$ cat src/rtl/bp_update_sched_pkg.sv
// Shared constants, state encoding and counter helper for the branch-predictor update scheduler.
package bp_update_sched_pkg;

    localparam int DBITS_DEF     = 32;
    localparam int PHT_IDX_W     = 8;
    localparam int BTB_IDX_W     = 4;
    localparam int QDEPTH_DEF    = 4;
    localparam int BTB_ENTRY_W   = 59;
    localparam int BTB_VALID_BIT = 58;
    localparam int UPD_REC_W     = DBITS_DEF * 2 + 1 + PHT_IDX_W;

    localparam logic [1:0] SAT_MAX = 2'd3;
    localparam logic [1:0] SAT_MIN = 2'd0;

    typedef enum logic [2:0] {
        INIT_PHT,
        INIT_BTB,
        IDLE,
        READ,
        WRITE
    } upd_state_e;

    // 2-bit saturating step toward the resolved direction; never wraps.
    function automatic logic [1:0] sat_update(input logic [1:0] cur, input logic taken);
        if (taken) begin
            return (cur == SAT_MAX) ? SAT_MAX : cur + 2'd1;
        end
        return (cur == SAT_MIN) ? SAT_MIN : cur - 2'd1;
    endfunction

endpackage

$ cat src/rtl/bp_upd_fifo.sv
// Small power-of-two FIFO holding resolved-branch update records; async active-low reset.
module bp_upd_fifo #(
    parameter int DEPTH = 4,
    parameter int WIDTH = 73
) (
    input  logic                     clk_i,
    input  logic                     rst_ni,
    input  logic                     push_i,
    input  logic [WIDTH-1:0]         push_data_i,
    input  logic                     pop_i,
    output logic [WIDTH-1:0]         head_o,
    output logic [$clog2(DEPTH):0]   count_o,
    output logic                     full_o,
    output logic                     empty_o
);
    localparam int AW = $clog2(DEPTH);

    logic [WIDTH-1:0] mem_q [DEPTH];
    logic [AW-1:0]    wr_ptr_q, rd_ptr_q;
    logic [AW:0]      count_q;
    logic             do_push, do_pop;

    assign full_o  = (count_q == (AW + 1)'(DEPTH));
    assign empty_o = (count_q == '0);
    assign count_o = count_q;
    assign head_o  = mem_q[rd_ptr_q];
    assign do_push = push_i && !full_o;
    assign do_pop  = pop_i && !empty_o;

    always_ff @(posedge clk_i) begin
        if (do_push) begin
            mem_q[wr_ptr_q] <= push_data_i;
        end
    end

    // Pointers wrap naturally because DEPTH is a power of two.
    always_ff @(posedge clk_i or negedge rst_ni) begin
        if (!rst_ni) begin
            wr_ptr_q <= '0;
            rd_ptr_q <= '0;
            count_q  <= '0;
        end else begin
            if (do_push) begin
                wr_ptr_q <= wr_ptr_q + AW'(1);
            end
            if (do_pop) begin
                rd_ptr_q <= rd_ptr_q + AW'(1);
            end
            if (do_push && !do_pop) begin
                count_q <= count_q + (AW + 1)'(1);
            end else if (do_pop && !do_push) begin
                count_q <= count_q - (AW + 1)'(1);
            end
        end
    end

endmodule

$ cat src/rtl/bp_update_sched.sv
// Clears PHT/BTB after reset, then serialises queued AGEX branch updates onto the table write ports.
// Define BP_UPD_PIPELINE_EN for overlapped READ/WRITE (1 update/cycle) with counter forwarding.
module bp_update_sched
    import bp_update_sched_pkg::*;
#(
    parameter int DBITS        = DBITS_DEF,
    parameter int PHT_IDX_BITS = PHT_IDX_W,
    parameter int BTB_IDX_BITS = BTB_IDX_W,
    parameter int QDEPTH       = QDEPTH_DEF
) (
    input  logic                              clk,
    input  logic                              reset,
    input  logic                              upd_valid,
    output logic                              upd_ready,
    input  logic [DBITS-1:0]                  upd_pc,
    input  logic [DBITS-1:0]                  upd_target,
    input  logic                              upd_taken,
    input  logic [PHT_IDX_BITS-1:0]           upd_pht_idx,
    output logic                              pht_rd_en,
    output logic [PHT_IDX_BITS-1:0]           pht_rd_idx,
    input  logic [1:0]                        pht_rd_data,
    output logic                              pht_wr_en,
    output logic [PHT_IDX_BITS-1:0]           pht_wr_idx,
    output logic [1:0]                        pht_wr_data,
    output logic                              btb_wr_en,
    output logic [BTB_IDX_BITS-1:0]           btb_wr_idx,
    output logic [2*DBITS-BTB_IDX_BITS-2:0]   btb_wr_data,
    output logic [7:0]                        bhr,
    output logic                              init_busy
);
    localparam int REC_W = 2 * DBITS + 1 + PHT_IDX_BITS;
    localparam int CNT_W = $clog2(QDEPTH) + 1;

    upd_state_e              state_q, state_d;
    logic [PHT_IDX_BITS-1:0] cnt_q, cnt_d;
    logic [7:0]              bhr_q, bhr_d;

    logic                    push, pop, fifo_full, fifo_empty;
    logic [REC_W-1:0]        push_rec, head_rec, cur_rec;
    logic [CNT_W-1:0]        fifo_count;
    logic [DBITS-1:0]        cur_pc, cur_target;
    logic                    cur_taken;
    logic [PHT_IDX_BITS-1:0] cur_idx, head_idx;
    logic [1:0]              old_ctr, new_ctr;

    assign init_busy = (state_q == INIT_PHT) || (state_q == INIT_BTB);
    assign upd_ready = !init_busy && !fifo_full;
    assign push      = upd_valid && upd_ready;
    assign push_rec  = {upd_pc, upd_target, upd_taken, upd_pht_idx};
    assign head_idx  = head_rec[PHT_IDX_BITS-1:0];
    assign {cur_pc, cur_target, cur_taken, cur_idx} = cur_rec;
    assign new_ctr   = sat_update(old_ctr, cur_taken);
    assign bhr       = bhr_q;

    bp_upd_fifo #(
        .DEPTH (QDEPTH),
        .WIDTH (REC_W)
    ) u_fifo (
        .clk_i       (clk),
        .rst_ni      (reset),
        .push_i      (push),
        .push_data_i (push_rec),
        .pop_i       (pop),
        .head_o      (head_rec),
        .count_o     (fifo_count),
        .full_o      (fifo_full),
        .empty_o     (fifo_empty)
    );

`ifdef BP_UPD_PIPELINE_EN
    // The record is popped when its read issues, so WRITE works from a stage copy
    // while the next head's read overlaps it.
    logic [REC_W-1:0] stg_q, stg_d;
    logic             fwd_hit_q, fwd_hit_d;
    logic [1:0]       fwd_val_q, fwd_val_d;

    assign cur_rec = stg_q;
    assign old_ctr = fwd_hit_q ? fwd_val_q : pht_rd_data;

    always_ff @(posedge clk or negedge reset) begin
        if (!reset) begin
            stg_q     <= '0;
            fwd_hit_q <= 1'b0;
            fwd_val_q <= 2'd0;
        end else begin
            stg_q     <= stg_d;
            fwd_hit_q <= fwd_hit_d;
            fwd_val_q <= fwd_val_d;
        end
    end
`else
    assign cur_rec = head_rec;
    assign old_ctr = pht_rd_data;
`endif

    always_ff @(posedge clk or negedge reset) begin
        if (!reset) begin
            state_q <= INIT_PHT;
            cnt_q   <= '0;
            bhr_q   <= '0;
        end else begin
            state_q <= state_d;
            cnt_q   <= cnt_d;
            bhr_q   <= bhr_d;
        end
    end

    always_comb begin
        state_d     = state_q;
        cnt_d       = cnt_q;
        bhr_d       = bhr_q;
        pop         = 1'b0;
        pht_rd_en   = 1'b0;
        pht_rd_idx  = '0;
        pht_wr_en   = 1'b0;
        pht_wr_idx  = '0;
        pht_wr_data = '0;
        btb_wr_en   = 1'b0;
        btb_wr_idx  = '0;
        btb_wr_data = '0;
`ifdef BP_UPD_PIPELINE_EN
        stg_d       = stg_q;
        fwd_hit_d   = 1'b0;
        fwd_val_d   = fwd_val_q;
`endif
        // Table strobes stay off while reset is held so the sweep starts cleanly on release.
        if (reset) begin
            unique case (state_q)
                INIT_PHT: begin
                    pht_wr_en  = 1'b1;
                    pht_wr_idx = cnt_q;
                    if (cnt_q == '1) begin
                        cnt_d   = '0;
                        state_d = INIT_BTB;
                    end else begin
                        cnt_d = cnt_q + PHT_IDX_BITS'(1);
                    end
                end
                INIT_BTB: begin
                    btb_wr_en  = 1'b1;
                    btb_wr_idx = cnt_q[BTB_IDX_BITS-1:0];
                    if (cnt_q[BTB_IDX_BITS-1:0] == '1) begin
                        cnt_d   = '0;
                        state_d = IDLE;
                    end else begin
                        cnt_d = cnt_q + PHT_IDX_BITS'(1);
                    end
                end
                IDLE: begin
                    if (!fifo_empty) begin
                        state_d = READ;
                    end
                end
                READ: begin
                    pht_rd_en  = 1'b1;
                    pht_rd_idx = head_idx;
                    state_d    = WRITE;
`ifdef BP_UPD_PIPELINE_EN
                    pop        = 1'b1;
                    stg_d      = head_rec;
`endif
                end
                WRITE: begin
                    pht_wr_en   = 1'b1;
                    pht_wr_idx  = cur_idx;
                    pht_wr_data = new_ctr;
                    btb_wr_en   = 1'b1;
                    btb_wr_idx  = cur_pc[BTB_IDX_BITS+1:2];
                    btb_wr_data = {1'b1, cur_pc[DBITS-1:BTB_IDX_BITS+2], cur_target};
                    bhr_d       = {bhr_q[6:0], cur_taken};
`ifdef BP_UPD_PIPELINE_EN
                    if (!fifo_empty) begin
                        pht_rd_en  = 1'b1;
                        pht_rd_idx = head_idx;
                        pop        = 1'b1;
                        stg_d      = head_rec;
                        fwd_hit_d  = (head_idx == cur_idx);
                        fwd_val_d  = new_ctr;
                    end else begin
                        state_d = IDLE;
                    end
`else
                    pop     = 1'b1;
                    state_d = (fifo_count > CNT_W'(1)) ? READ : IDLE;
`endif
                end
                default: state_d = INIT_PHT;
            endcase
        end
    end

endmodule
$ cat config.mk
export PLATFORM = sky130hd
export DESIGN_NAME = bp_update_sched
export DESIGN_NICKNAME = d
export VERILOG_FILES = /design/src/rtl/bp_update_sched_pkg.sv /design/src/rtl/bp_upd_fifo.sv /design/src/rtl/bp_update_sched.sv
export SDC_FILE = /design/constraint.sdc
export NUM_CORES = 1
export LEC_CHECK = 0
export CAP_MARGIN = 5
export CORE_MARGIN = 5
export CORE_UTILIZATION = 55
export DETAILED_ROUTE_END_ITERATION = 16
export GPL_TIMING_DRIVEN = 0
export PLACE_DENSITY = 0.8
export SLEW_MARGIN = 0
export SYNTH_ARGS = -nofsm -noshare
export SYNTH_HDL_FRONTEND = slang
export SYNTH_SLANG_ARGS = --single-unit
$ cat constraint.sdc
create_clock -name clk -period 3.91 [get_ports clk]
set_input_delay 1.173 -clock clk [delete_from_list [all_inputs] [get_ports clk]]
set_output_delay 1.173 -clock clk [all_outputs]
set_load 0.02 [all_outputs]
## Word-level counts from Yosys, hierarchy flattened

Memories as Yosys holds them, arrays and structs flattened.
Index checks and enable logic that the tools add are counted.

- Magnitude comparators: 1
- Add/subtract/negate cells: 7
- Reductions and logical operators: 22
- Multiplexer cells: 35
- Eq/ne operators: 11

Operators by type and width:

| kind | number |
|---|---|
| 59-bit two-way mux | 2 |
| 8-bit two-way mux | 5 |
| 8-bit one-hot mux with 2 select lines | 2 |
| 3-bit two-way mux | 5 |
| 3-bit one-hot mux with 5 select lines | 1 |
| 1-bit two-way mux | 12 |
| 2-bit two-way mux | 6 |
| 8-bit by 1-bit adder with 8-bit output, second input constant | 1 |
| 8-bit equality test, second input constant | 1 |
| 4-bit one-hot mux with 2 select lines | 1 |
| 2-bit by 1-bit adder with 2-bit output, second input constant | 3 |
| 3-bit by 2-bit equality test with 1-bit output, second input constant | 2 |
| 3-bit equality test, second input constant | 2 |
| 1-bit logical AND | 6 |
| 3-bit logical NOT | 2 |
| 1-bit logical NOT | 5 |
| 4-bit equality test, second input constant | 1 |
| 4-bit two-way mux | 1 |
| 2-bit by 1-bit inequality test with 1-bit output, second input constant | 2 |
| 2-bit AND reduction | 2 |
| 4-bit AND reduction | 1 |
| 2-bit nonzero test | 2 |
| 2-bit OR reduction | 2 |
| 3-bit by 1-bit adder with 3-bit output, second input constant | 1 |
| other kinds (8) | 8 |

- Word-level logic and storage cells: 83
- Memories kept: 1
- Bits in registers: 26
- RAM bits: 292
- Output and inout bits: 94
- Input port bits: 78

Memories:

| memory | words | bits a word | rd ports | clocked after memory_dff | write ports | line | source |
|---|---|---|---|---|---|---|---|
| u_fifo.mem_q | 4 | 73 | 1 | 0 | 1 | bp_upd_fifo.sv:18 | `logic [WIDTH-1:0] mem_q [DEPTH];` |

## Longest topological paths before layout

- Depth in word-level cells: 10
- Mapped depth: 11
- Gate-level depth less buffers: 9

## Hierarchy

Synthesis repeated with hierarchy kept, for this count alone.

- Cell total of the unflattened synthesis: 614
- Area total of the unflattened synthesis: 12593.3 sq um

By module, submodules not included:

| module | sequential area each (sq um) | cells each | times used | area an instance (sq um) |
|---|---|---|---|---|
| bp_upd_fifo | 8943.6 | 417 | 1 | 10949.3 |
| bp_update_sched | 475.5 | 197 | 1 | 1644.1 |

## Worst setup path before layout

No wires, ideal clock.

- Kind: in2out
- Start point: input port reset
- End point: output port btb_wr_idx[2]
- Required time: 2737 ps
- Slack: 446 ps
- Path buffers: 2
- Data arrival time: 2291 ps
- Cell stages on the path: 7
- Cell sequence: or3b_1 buf_6 clkinv_2 nand2_4 inv_6 buf_2 a32o_1

- Cells in the longest elaborated chain, start to end: 1

Ends and longest elaborated chain:

| item | line | source |
|---|---|---|
| from (decl) | bp_update_sched.sv:12 | `input logic reset,` |
| 4-bit two-way mux | bp_update_sched.sv:127 | `if (reset) begin` |
| to (decl) | bp_update_sched.sv:26 | `output logic [BTB_IDX_BITS-1:0] btb_wr_idx,` |

Every way passes these cells.

## Worst setup path in the final report

- Start point: input port reset
- End point: output port btb_wr_data[52]

- Cells in the longest elaborated chain, start to end: 1

Ends and longest elaborated chain:

| item | line | source |
|---|---|---|
| 59-bit two-way mux | bp_update_sched.sv:127 |  |
| to (decl) | bp_update_sched.sv:27 | `output logic [2*DBITS-BTB_IDX_BITS-2:0] btb_wr_data,` |

Every way passes these cells.

==> flow_summary.toml <==
[worst_setup_path]
crit_arrival_ns = 2.61
worstSetupEndpointType = "output port"
cp_max_fo = 15
worstPathRequired_ns = 2.74
startpoint_type = "primary input"
crit_type = "primary input to output port"

[placement]
gp_congestion = 0.866
dp_hpwl_um = 16000
place_inst = 1069
port-buffer-count = 169
place_ws_ns = -1.71

[finish]
diodes = 0
layout-drive-gt1-share_pct = 25.8
synthToLayoutAreaGrowth_pct = 24.1
fillCellCount = 1368
finalNetCount = 911
instances_no_fill = 1124

[timing]
fin_crit_sh_pct = 96.8
grt_setup_unrepaired = "no"
worstMarginPinSlew_ns = 0.824
fin_ws_ns = 0.126
setup_viol = 0
setup-tns-final_ns = 0
slew_viol_final = 0
hold_viol_final = 0
maxSlewHeadroom_pct = 45.0
clock_skew_ns = 0.0165
min_period_ns = 3.78
max_freq_mhz = 264

[clocking]
numCtsBuffers = 30
htree_levels = 1
cts_tree = "yes"
clk_pin_slew_ns = 0.06
clock-sinks = 310
worstSkewPairLatency_ns = 0.54
cts_buffer_depth = 3
cts-root-buf = "clkbuf_16"

[floorplan]
start_util_pct = 56.3
dieArea_mm2 = 0.0256
die_h_um = 160
fp.dieW_um = 160
rows = 54
coreArea_mm2 = 0.0220
ios = 172

[global_routing]
grt_overflow = 0
grt_pass1_wl_um = 38400
track_usage_pct = 19.0
grt_max_degree = 39
antenna_found_initial = 3
first_global_vias = 6784

[synthesis]
synth.distinct_cells = 47
syn_nets = 705
synth_area_mm2 = 0.0124
postSynthRegisterBits = 310
yosys.area.top_type = "edfxtp_1"
yosysWarningCount = 0
synthTopCellsByArea = "edfxtp_1 69%, mux4_2 13%, dfrtp_1 5.3%"
synth_top_area_share_pct = 69.0
synthCells = 616
synth.most_common_cell = "edfxtp_1"
synthArstFlopShare_pct = 8.39
ys_seq_area_share_pct = 74.3
synth_ff_type = "edfxtp_1"
synth_edf_count = 284
synth_common_cells = "284 x edfxtp_1, 71 x mux4_2, 59 x and2_1, 26 x dfrtp_1, 20 x nor2_1"
avgSynthCellArea_um2 = 20.1

[drt]
routed_via_density = 5.71
postRouteAntennaNets = 0
drt-pass1-iter-count = 4
route.detailed.drc = 0
wl_per_cell_um = 22.1
finalWirelength_um = 24800
routed-via-count = 6414
drt_iter0_markers = 402

[power]
irDropWorstVdd_mv = 0.435
leakagePower_uw = 0.00532
power_uw = 9740
power_density_mw_per_mm2 = 635

[status]
outcome = "complete, no violations"

[run]
maxCapViolations = 0

[worst_hold_path]
min_path_type = "primary input to async pin"
[final timing paths]
path	slack, ns	cells past startpoint	startpoint	endpoint
max	0.13	9	reset	btb_wr_data[52]
min	0.43	1	reset	state_q[0]
max reg2reg	1.39	5	u_fifo.count_o[0]	u_fifo.mem_q[2][38]
min reg2reg	0.49	1	bhr[7]	bhr[7]
max in group asynchronous	3.35	1	reset	bhr[6]
min in group clk	0.49	1	bhr[7]	bhr[7]
[layer usage]
layer | GRT usage [%] | share of wire, % | vias to the layer above
li1 | - | - | 2844
met1 | 25.1 | 40 | 3282
met2 | 32.9 | 50 | 248
met3 | 4.85 | 7.8 | 36
met4 | 3.64 | 1.4 | 4
met5 | 0 | 0.10 | -
[critical path: stages]
cell and delay, ns:
buf_16 0.12, or3b_1 0.36, buf_6 0.15, clkinv_2 0.06, nand2_4 0.08, clkinv_8 0.11, buf_6 0.14, and2_1 0.14
clkdlybuf4s15_2 0.27
[logic make-up after synthesis]
logic type                 Yosys count  synth area share, %
DFF                                310                 74.3
and+or+nand+nor                    127                 5.91
muxes                               88                 14.4
buffers and inverters               42                 1.89
AOI/OAI and AO/OA                   28                 1.59
adders and majority gates           11                 1.11
xor gates and xnor gates            10                0.770
[stage by stage]
stage / instance area, µm² / hold WS [ns] / util (%)
after global placement: 14400 / 0.468 / 65.6
after global routing: 15300 / 0.401 / 69.8
final: 15300 / 0.425 / 69.8
after CTS: 15400 / 0.427 / 70.3
after floorplan: 12400 / 0.483 / -
after detailed placement: 14500 / 0.479 / 66.2
[sequential cells by signal, summed over array words and instances (netlist names)]
name / flops
cnt_q: 8
bhr: 8
u_fifo.wr_ptr_q: 2
u_fifo.mem_q: 284
state_q: 3
u_fifo.count_o: 3
u_fifo.rd_ptr_q: 2
[cell usage in the layout (no fill, tap or decap), types with 7 or more instances in the layout]
master / instances
nand2_1: 16
clkbuf_1: 19
clkbuf_2: 15
edfxtp_1: 284
and2_1: 59
clkdlybuf4s15_2: 17
clkdlybuf4s50_1: 103
xnor2_1: 7
clkbuf_16: 32
buf_6: 9
mux2_2: 9
mux2i_1: 7
nor2_1: 20
o21ai_0: 7
buf_2: 37
nor2b_1: 10
a21oi_1: 7
ha_1: 11
mux4_2: 71
inv_1: 9
dfrtp_1: 26
[layout make-up]
type,count,area (µm²),share of cell area [%]
well taps,280,350,2.28
clock buffers,44,825,5.38
clock inverters,10,71.3,0.465
inverters,11,55.1,0.359
multi-input cells,264,2970,19.3
plain buffers,31,238,1.55
flip-flops and latches,310,9180,59.8
repair buffers,174,1650,10.8
[report_power, final]
part | switching, µW | total [µW] | leakage (µW) | internal, µW
Sequential | 201 | 4430 | 0.00290 | 4230
Clock | 1120 | 2630 | 0.000433 | 1510
Combinational | 1400 | 2680 | 0.00199 | 1280
Total | 2720 | 9740 | 0.00532 | 7030
[what timing repair did]
action	4_1_cts	5_1_grt
endpoints found under the hold margin	0	0
gates resized for setup	212	36
setup endpoints to repair	84	55
buffers inserted	0	0
hold buffers	0	0
gates cloned	0	1
Power figures use the tool's default switching activity.
